**src/rtl/disp_arbiter.sv**
```systemverilog
// Round-robin arbiter/sequencer sharing the bargraph pattern and digit-select between NREQ requesters.
// Optional preemption by requester 0 is enabled with the DISP_ARB_PREEMPT_EN macro.
module disp_arbiter #(
  parameter int NREQ = 4,
  parameter int W    = 16,
  parameter int HOLD = 100
) (
  input  logic              hz100,
  input  logic              reset,
  input  logic [NREQ-1:0]   req,
  input  logic [NREQ*W-1:0] data,
  output logic [NREQ-1:0]   gnt,
  output logic [2:0]        sel,
  output logic [W-1:0]      out,
  output logic              active,
  output logic [NREQ-1:0]   done
);

  localparam int PW = $clog2(NREQ);
  localparam int TW = (HOLD > 1) ? $clog2(HOLD) : 1;
  localparam logic [TW-1:0] TLOAD = TW'(HOLD - 1);

  typedef enum logic [1:0] {IDLE, GRANT, GAP} state_t;

  state_t         state;
  logic [PW-1:0]  ptr;
  logic [PW-1:0]  cur;
  logic [TW-1:0]  timer;
  logic [PW-1:0]  win;
  logic [PW-1:0]  ptr_next;
  logic           expire;
  logic           preempt;

  // First set request at or above p, wrapping modulo NREQ.
  function automatic logic [PW-1:0] rr_pick(input logic [NREQ-1:0] r, input logic [PW-1:0] p);
    logic [PW-1:0] pick;
    logic          found;
    int            idx;
    pick  = '0;
    found = 1'b0;
    for (int k = 0; k < NREQ; k++) begin
      idx = (int'(p) + k) % NREQ;
      if (!found && r[idx]) begin
        pick  = PW'(idx);
        found = 1'b1;
      end
    end
    return pick;
  endfunction

  assign win      = rr_pick(req, ptr);
  assign ptr_next = (int'(cur) == NREQ - 1) ? '0 : cur + 1'b1;
  assign expire   = !req[cur] || (timer == '0);
  assign sel      = 3'(cur);

`ifdef DISP_ARB_PREEMPT_EN
  assign preempt = (cur != '0) && req[0];
`else
  assign preempt = 1'b0;
`endif

  always_ff @(posedge hz100 or negedge reset) begin
    if (!reset) begin
      state  <= IDLE;
      ptr    <= '0;
      cur    <= '0;
      timer  <= '0;
      gnt    <= '0;
      out    <= '0;
      active <= 1'b0;
      done   <= '0;
    end else begin
      case (state)
        IDLE: begin
          if (|req) begin
            state  <= GRANT;
            cur    <= win;
            gnt    <= NREQ'(1) << win;
            out    <= data[int'(win)*W +: W];
            active <= 1'b1;
            timer  <= TLOAD;
          end
        end
        GRANT: begin
          if (expire || preempt) begin
            state  <= GAP;
            gnt    <= '0;
            active <= 1'b0;
            out    <= '0;
            done   <= NREQ'(1) << cur;
            ptr    <= preempt ? '0 : ptr_next;
          end else begin
            out   <= data[int'(cur)*W +: W];
            timer <= timer - 1'b1;
          end
        end
        GAP: begin
          // sel is held through GAP and returns to zero with the rest of IDLE
          done  <= '0;
          cur   <= '0;
          state <= IDLE;
        end
        default: state <= IDLE;
      endcase
    end
  end

endmodule
```
**config.mk**
```make
export PLATFORM = sky130hd
export DESIGN_NAME = disp_arbiter
export DESIGN_NICKNAME = d
export VERILOG_FILES = /design/src/rtl/disp_arbiter.sv
export SDC_FILE = /design/constraint.sdc
export NUM_CORES = 1
export LEC_CHECK = 0
export CAP_MARGIN = 20
export CORE_MARGIN = 10
export CORE_UTILIZATION = 35
export CTS_CLUSTER_SIZE = 28
export DETAILED_ROUTE_END_ITERATION = 8
export PLACE_DENSITY = 0.64
export SLEW_MARGIN = 20
export SYNTH_ARGS = -nofsm -noshare
export SYNTH_HDL_FRONTEND = slang
export SYNTH_SLANG_ARGS = --single-unit
```
**constraint.sdc**
```tcl
create_clock -name hz100 -period 2.3 [get_ports hz100]
set_input_delay 0.345 -clock hz100 [delete_from_list [all_inputs] [get_ports hz100]]
set_output_delay 0.345 -clock hz100 [all_outputs]
set_load 0.005 [all_outputs]
```
==> metrics.txt, run 1 <==
# nets final between 400 and 500; Final setup viols 0; DR DRC count 0; top-area cell type share of the netlist area roughly 37%; Sink Count 38; Setup CP Type reg -> reg; required time of the critical path around 2500 ps; Slowest cell on crit path or4_4; outcome complete, no violations; placed cells between 400 and 500; Synth async-reset ratio 100%; Placed Area 0.00369 sq mm; Worst path top cell family by delay compound AO/OA/AOI/OAI gates; H-tree Lvls 2; grt ovf 0; die height 106 um; Vias about 2200; Post-CTS Setup Bufs 0; Yosys reg bits 38; r2r endpoint out[14]$_DFFE_PN0P_; Setup Skew 5.84 ps; Fmax between 0.5 and 0.6 GHz; sequential share of the synthesized area between 30% and 40%; first-pass detailed-route iteration total 4; critical path launch point type flip-flop; IO Pins 98; critical path data arrival time approximately 2100 ps; Placement Setup Slack about 70 ps; CP max FO 14; setup ws final roughly 340 ps; Top FF cell, synth dfrtp_1; clk_lat worst skew about 290 ps; peak supply drop about 420 uV; Slew Viols, Final 0; Final Non-Filler Cells 426; largest net degree at the start of global routing 39; core area ~0.0072 sq mm; setup slack, reg-to-reg 340 ps; Power per Cell Area around 1100 mW/mm^2; EDFF count, synth 0; Antenna Violating Nets Remaining 0; total CTS buffers 5; max-cap violation count 0; DP Wirelength roughly 6 mm; most frequent cell after synthesis dfrtp_1; die area between 0.01 and 0.015 sq mm; synthesized area per cell around 11 sq um; fin area 0.00380 sq mm; Post-Route WL about 7.5 mm; YS warnings 0; CP Cell Sequence or4_4, o211a_4, buf_4, a22oi_1, o221ai_1; cell area after synthesis ~0.0026 sq mm; crit share post-route 85.2%; final core occ 52.7%; syn_nets roughly 300; CP max stage delay approximately 590 ps; site row count 31; vias in the first global route ~2600; Starting Density 35.7%; post-synth cell types 40; first-pass GRT wire length around 13 mm; Hold Path Class in -> async; Post-Syn Instances ~230; R2R depth 5; share of cells above drive strength 1 between 10% and 20%; Synth area leader dfrtp_1; post_cts resized 0; relative slew slack between 40 and 50%; DR WL/cell ~18 um; Root Buffer clkbuf_8; gp weighted congestion around 0.75; Hold Fails Final Rpt 0; setup_tns 0 ps; CTS tree done; WHS about 160 ps; actual slew at the worst max-slew pin roughly 850 ps; clock edge transition at the registers on the reported setup and hold paths roughly 70 ps; Longest Clk Path Bufs 2; R2R Path Start timer[2]$_DFFE_PN0P_; RSZ-0062 raised after global routing no; ranking of synthesized cells by area dfrtp_1 37%, mux4_2 15%, mux2i_1 12%, o221ai_1 5.4%, a22oi_1 4.7%; min Tclk post-route just under 2000 ps; die width 106 um; diode count 0; post-layout total power 4.20 mW; CTS hold repair buffers 0; Tot GR Track Use 13.6%; Pleak around 1.6 nW; First DRT Iteration DRCs 78; Synth top cells by count 38 x dfrtp_1, 32 x mux2i_1, 17 x mux4_2; P&R area growth vs syn 47.5%; initial antenna violation count 0; IO buf count 96; Critical Path Sink Type flip-flop; Buf+Inv Stages, Crit Path 1; vias per std cell around 5.3
-- cell families after synthesis --
group | Yosys count | synth area share (%)
DFF | 38 | 36.9
adders and majority gates | 6 | 2.91
AOI/OAI and AO/OA | 55 | 16.4
buffers and inverters | 24 | 4.85
other | 1 | 0.145
xor gates and xnor gates | 4 | 1.36
muxes | 51 | 28.1
and+or+nand+nor | 48 | 9.37
-- registers in the layout, indices dropped and copies added, names as in the netlist --
name	flops
timer	7
done	4
cur	2
out	16
active	1
gnt	4
state	2
ptr	2
-- how the worst max path moves through the flow --
| stage | cells past startpoint | slack, ps | end | startpoint |
|---|---|---|---|---|
| finish | 5 | 340 | out[14]$_DFFE_PN0P_ | timer[2]$_DFFE_PN0P_ |
| global route | 5 | 240 | out[5]$_DFFE_PN0P_ | timer[2]$_DFFE_PN0P_ |
| CTS | 5 | 330 | out[14]$_DFFE_PN0P_ | timer[2]$_DFFE_PN0P_ |
| detailed placement | 6 | 70 | out[11]$_DFFE_PN0P_ | req[2] |
| global placement | 6 | 90 | out[12]$_DFFE_PN0P_ | req[2] |
| floorplan | 5 | 370 | out[0]$_DFFE_PN0P_ | cur[0]$_DFFE_PN0P_ |
-- final cells by class --
type                       instances  area [sq um]
fill                             673          3410
timing repair buffer             110          1090
multi-input combinational        165          1500
tap                               99           124
sequential                        38           951
clock buffer                       6          82.6
inverter                           7          26.3
clock inverter                     1          30.0
-- layout by cell type (no fill, tap or decap), drive strengths merged, types with 2 or more instances in the layout --
master	n
mux4	17
nand2b	3
nand2	15
o21bai	2
o21ai	6
xor2	4
inv	7
nor2	10
dfrtp	38
ha	6
nand3	10
clkdlybuf4s50	95
clkbuf	6
mux2	2
o221ai	16
a22oi	16
mux2i	32
a21oi	7
or2	3
nor3	3
buf	15
a21o	2
-- routing by layer --
metal / track usage, % / wire (um)
met1: 15.6 / 3050
met2: 23.5 / 3800
met3: 5.85 / 625
met4: 2.32 / 26
met5: 0 / 0
-- worst register-to-register path, stage by stage, from the launching register on --
cell,delay (ps)
dfrtp_1,420
or4_4,590
o211a_4,350
buf_4,180
a22oi_1,160
o221ai_1,130
-- power breakdown --
group / internal [mW] / leakage [nW] / switching (mW)
Clock: 0.347 / 0.0573 / 0.227
Sequential: 0.927 / 0.471 / 0.162
Combinational: 1.39 / 1.06 / 1.15
Total: 2.66 / 1.59 / 1.54
No activity file was read; power rests on OpenSTA's default activity.
==> inputs of run 2 (changes only) <==
==> constraint.sdc (replaced) <==
create_clock -name hz100 -period 1.9 [get_ports hz100]
set_input_delay 0.285 -clock hz100 [delete_from_list [all_inputs] [get_ports hz100]]
set_output_delay 0.285 -clock hz100 [all_outputs]
set_load 0.005 [all_outputs]
==> run 2 against run 1 <==
Against the previous run:
- routed wire length grew 7.1%
- highest routed layer unchanged
- worst setup slack lost 310 ps
- largest power group unchanged
- sequential power grew 24%
- clock power is essentially flat
- largest cell class unchanged
- clock-buffer cell count grew 1
- maximum frequency grew 4.8%
- register-to-register slack lost 310 ps
- non-clock buffer count grew 20
- utilization grew 3.4 points
- die area is the same
- hold slack gained 290 ps
==> metrics.txt, run 2 (synthesized netlist as in run 1, its figures left out) <==
outcome complete, no violations; crit share post-route 98.4% (+13 points); DR WL/cell 17.9 um (+1.9%); Setup Skew 8.36 ps (+2.53 ps); IO buf count 96 (unchanged); setup ws final 30.4 ps (-310 ps); min Tclk post-route 1870 ps (-90.1 ps); R2R depth 5 (unchanged); max-cap violation count 0 (unchanged); die height 106 um (unchanged); DR DRC count 0 (unchanged); Hold Path Class in -> async; vias in the first global route 2630 (+1.4%); met2 Track Usage GR 24.3% (+0.84 points); Tot GR Track Use 14.3% (+0.62 points); CP Cell Sequence or4_4, o211a_4, buf_4, a22oi_1, o221ai_1; site row count 31 (unchanged); share of cells above drive strength 1 25.2% (+9.6 points); critical path launch point type flip-flop; Final setup viols 0 (unchanged); Longest Clk Path Bufs 2 (unchanged); CTS tree done; CP max stage delay 570 ps (-20 ps); clk_lat worst skew 290 ps (about the same); Buf+Inv Stages, Crit Path 1 (unchanged); Worst path top cell family by delay compound AO/OA/AOI/OAI gates; first-pass GRT wire length 13.2 mm (+4.7%); H-tree Lvls 2 (unchanged); Fmax 0.535 GHz (+4.8%); r2r endpoint out[13]$_DFFE_PN0P_; critical path data arrival time 2030 ps (-90 ps); Antenna Violating Nets Remaining 0 (unchanged); diode count 0 (unchanged); gp weighted congestion 0.781 (+4.1%); final core occ 56.2% (+3.4 points); die area 0.0112 sq mm (unchanged); core area 0.00721 sq mm (unchanged); max reg flops 16 (unchanged); clock edge transition at the registers on the reported setup and hold paths 80 ps (about the same); Placement Setup Slack -222 ps (-292 ps); CP max FO 5 (-9); Hold Fails Final Rpt 0 (unchanged); GR Layer Usage met1 16.6% (+1.1 points); Pleak 1.69 nW (+6.4%); Vias 2378 (+5.9%); First DRT Iteration DRCs 46 (-41%); Sw Pwr 2.04 mW (+33%); vias per std cell 5.31 (+0.68%); Switching Share 38.0% (+1.4 points); met3 Use GR 5.72% (-0.12 points); grt ovf 0 (unchanged); Clock power frac 10.6% (-3.1 points); Setup CP Type reg -> reg; sequential power share 25.2% (-0.7 points); Most flops, register out; P_int 3.33 mW (+25%); required time of the critical path 2060 ps (-400 ps); Slew Viols, Final 0 (unchanged); DP Wirelength 6.29 mm (+4.7%); Power per Cell Area 1330 mW/mm^2 (+20%); R2R Path Start timer[3]$_DFFE_PN0P_; peak supply drop 498 uV (+19%); largest net degree at the start of global routing 22 (-44%); total CTS buffers 5 (unchanged); # nets final 424 (+5.2%); Critical Path Sink Type flip-flop; die width 106 um (unchanged); most common cell after layout, fill and taps aside clkdlybuf4s50_1; setup slack, reg-to-reg 30 ps (-310 ps); Post-Route WL 8.03 mm (+7.1%); Sink Count 38 (unchanged); Slowest cell on crit path or4_4; Starting Density 35.7% (unchanged); Root Buffer clkbuf_8; layer with the highest usage met2; first-pass detailed-route iteration total 4 (unchanged); IO Pins 98 (unchanged); initial antenna violation count 0 (unchanged); biggest regs out x16, timer x7; Gate power share 64.2% (+3.8 points); commonest non-fill, non-tap cells in the layout 95 x clkdlybuf4s50_1, 36 x dfrtp_1, 32 x mux2i_1, 29 x buf_4, 17 x mux4_2; P&R area growth vs syn 57.1%
[run 2: metal layers]
| layer | up-vias | part of all wire, % |
|---|---|---|
| li1 | 1125 | - |
| met1 | 1178 | 42 |
| met2 | 71 | 50 |
| met3 | 4 | 7.7 |
| met4 | 0 | 0.56 |
| met5 | - | 0 |
[run 2: final cells by class]
type                    instances  area [sq um]
multi-input cells             166          1590
flip-flops and latches         38           953
inverters                       7          26.3
clock buffers                   7          86.3
fillers                       653          3160
repair buffers                130          1260
well taps                      99           124
clock inverters                 1          5.00
[run 2: worst max path at each step]
stage | to | start | slack (ps) | depth (start not counted)
3_3_place_gp | timer[0]$_DFFE_PN0P_ | req[2] | -230 | 8
4_1_cts | out[2]$_DFFE_PN0P_ | timer[2]$_DFFE_PN0P_ | 10 | 5
2_1_floorplan | out[0]$_DFFE_PN0P_ | cur[0]$_DFFE_PN0P_ | 50 | 5
3_5_place_dp | out[4]$_DFFE_PN0P_ | req[0] | -220 | 6
6_report | out[13]$_DFFE_PN0P_ | timer[3]$_DFFE_PN0P_ | 30 | 5
5_1_grt | out[13]$_DFFE_PN0P_ | timer[3]$_DFFE_PN0P_ | -2 | 5
[run 2: stage by stage]
stage | setup TNS, ps | power (mW) | cells | hold WS, ps | instance area (sq um)
2_1_floorplan | 0 | 3.20 | 227 | -10.6 | 2580
3_3_place_gp | -4280 | 4.60 | 436 | 237 | 3840
3_5_place_dp | -4660 | 4.66 | 436 | 243 | 3840
4_1_cts | 0 | 5.25 | 445 | 468 | 3950
5_1_grt | -3.23 | 5.80 | 448 | 486 | 4050
6_report | 0 | 5.38 | 448 | 450 | 4050
[run 2: worst register-to-register path: stages (launching register included)]
cell and delay [ps]:
dfrtp_1 400, or4_4 570, o211a_4 300, buf_4 170, a22oi_1 160, o221ai_1 140
[run 2: timing repair]
action                                  in CTS  in global routing
endpoints found under the hold margin       16                  0
endpoints found under the setup margin       0                 21
hold buffers                                 1                  0
setup buffers                                0                  2
resized for setup                            0                 19
[run 2: power groups by stage]
stage	Combinational (mW)	Clock, mW	Sequential (mW)
floorplan	1.87	0	1.33
global placement	3.27	0	1.33
detailed placement	3.33	0	1.34
CTS	3.34	0.588	1.33
global route	3.78	0.631	1.39
finish	3.45	0.572	1.35
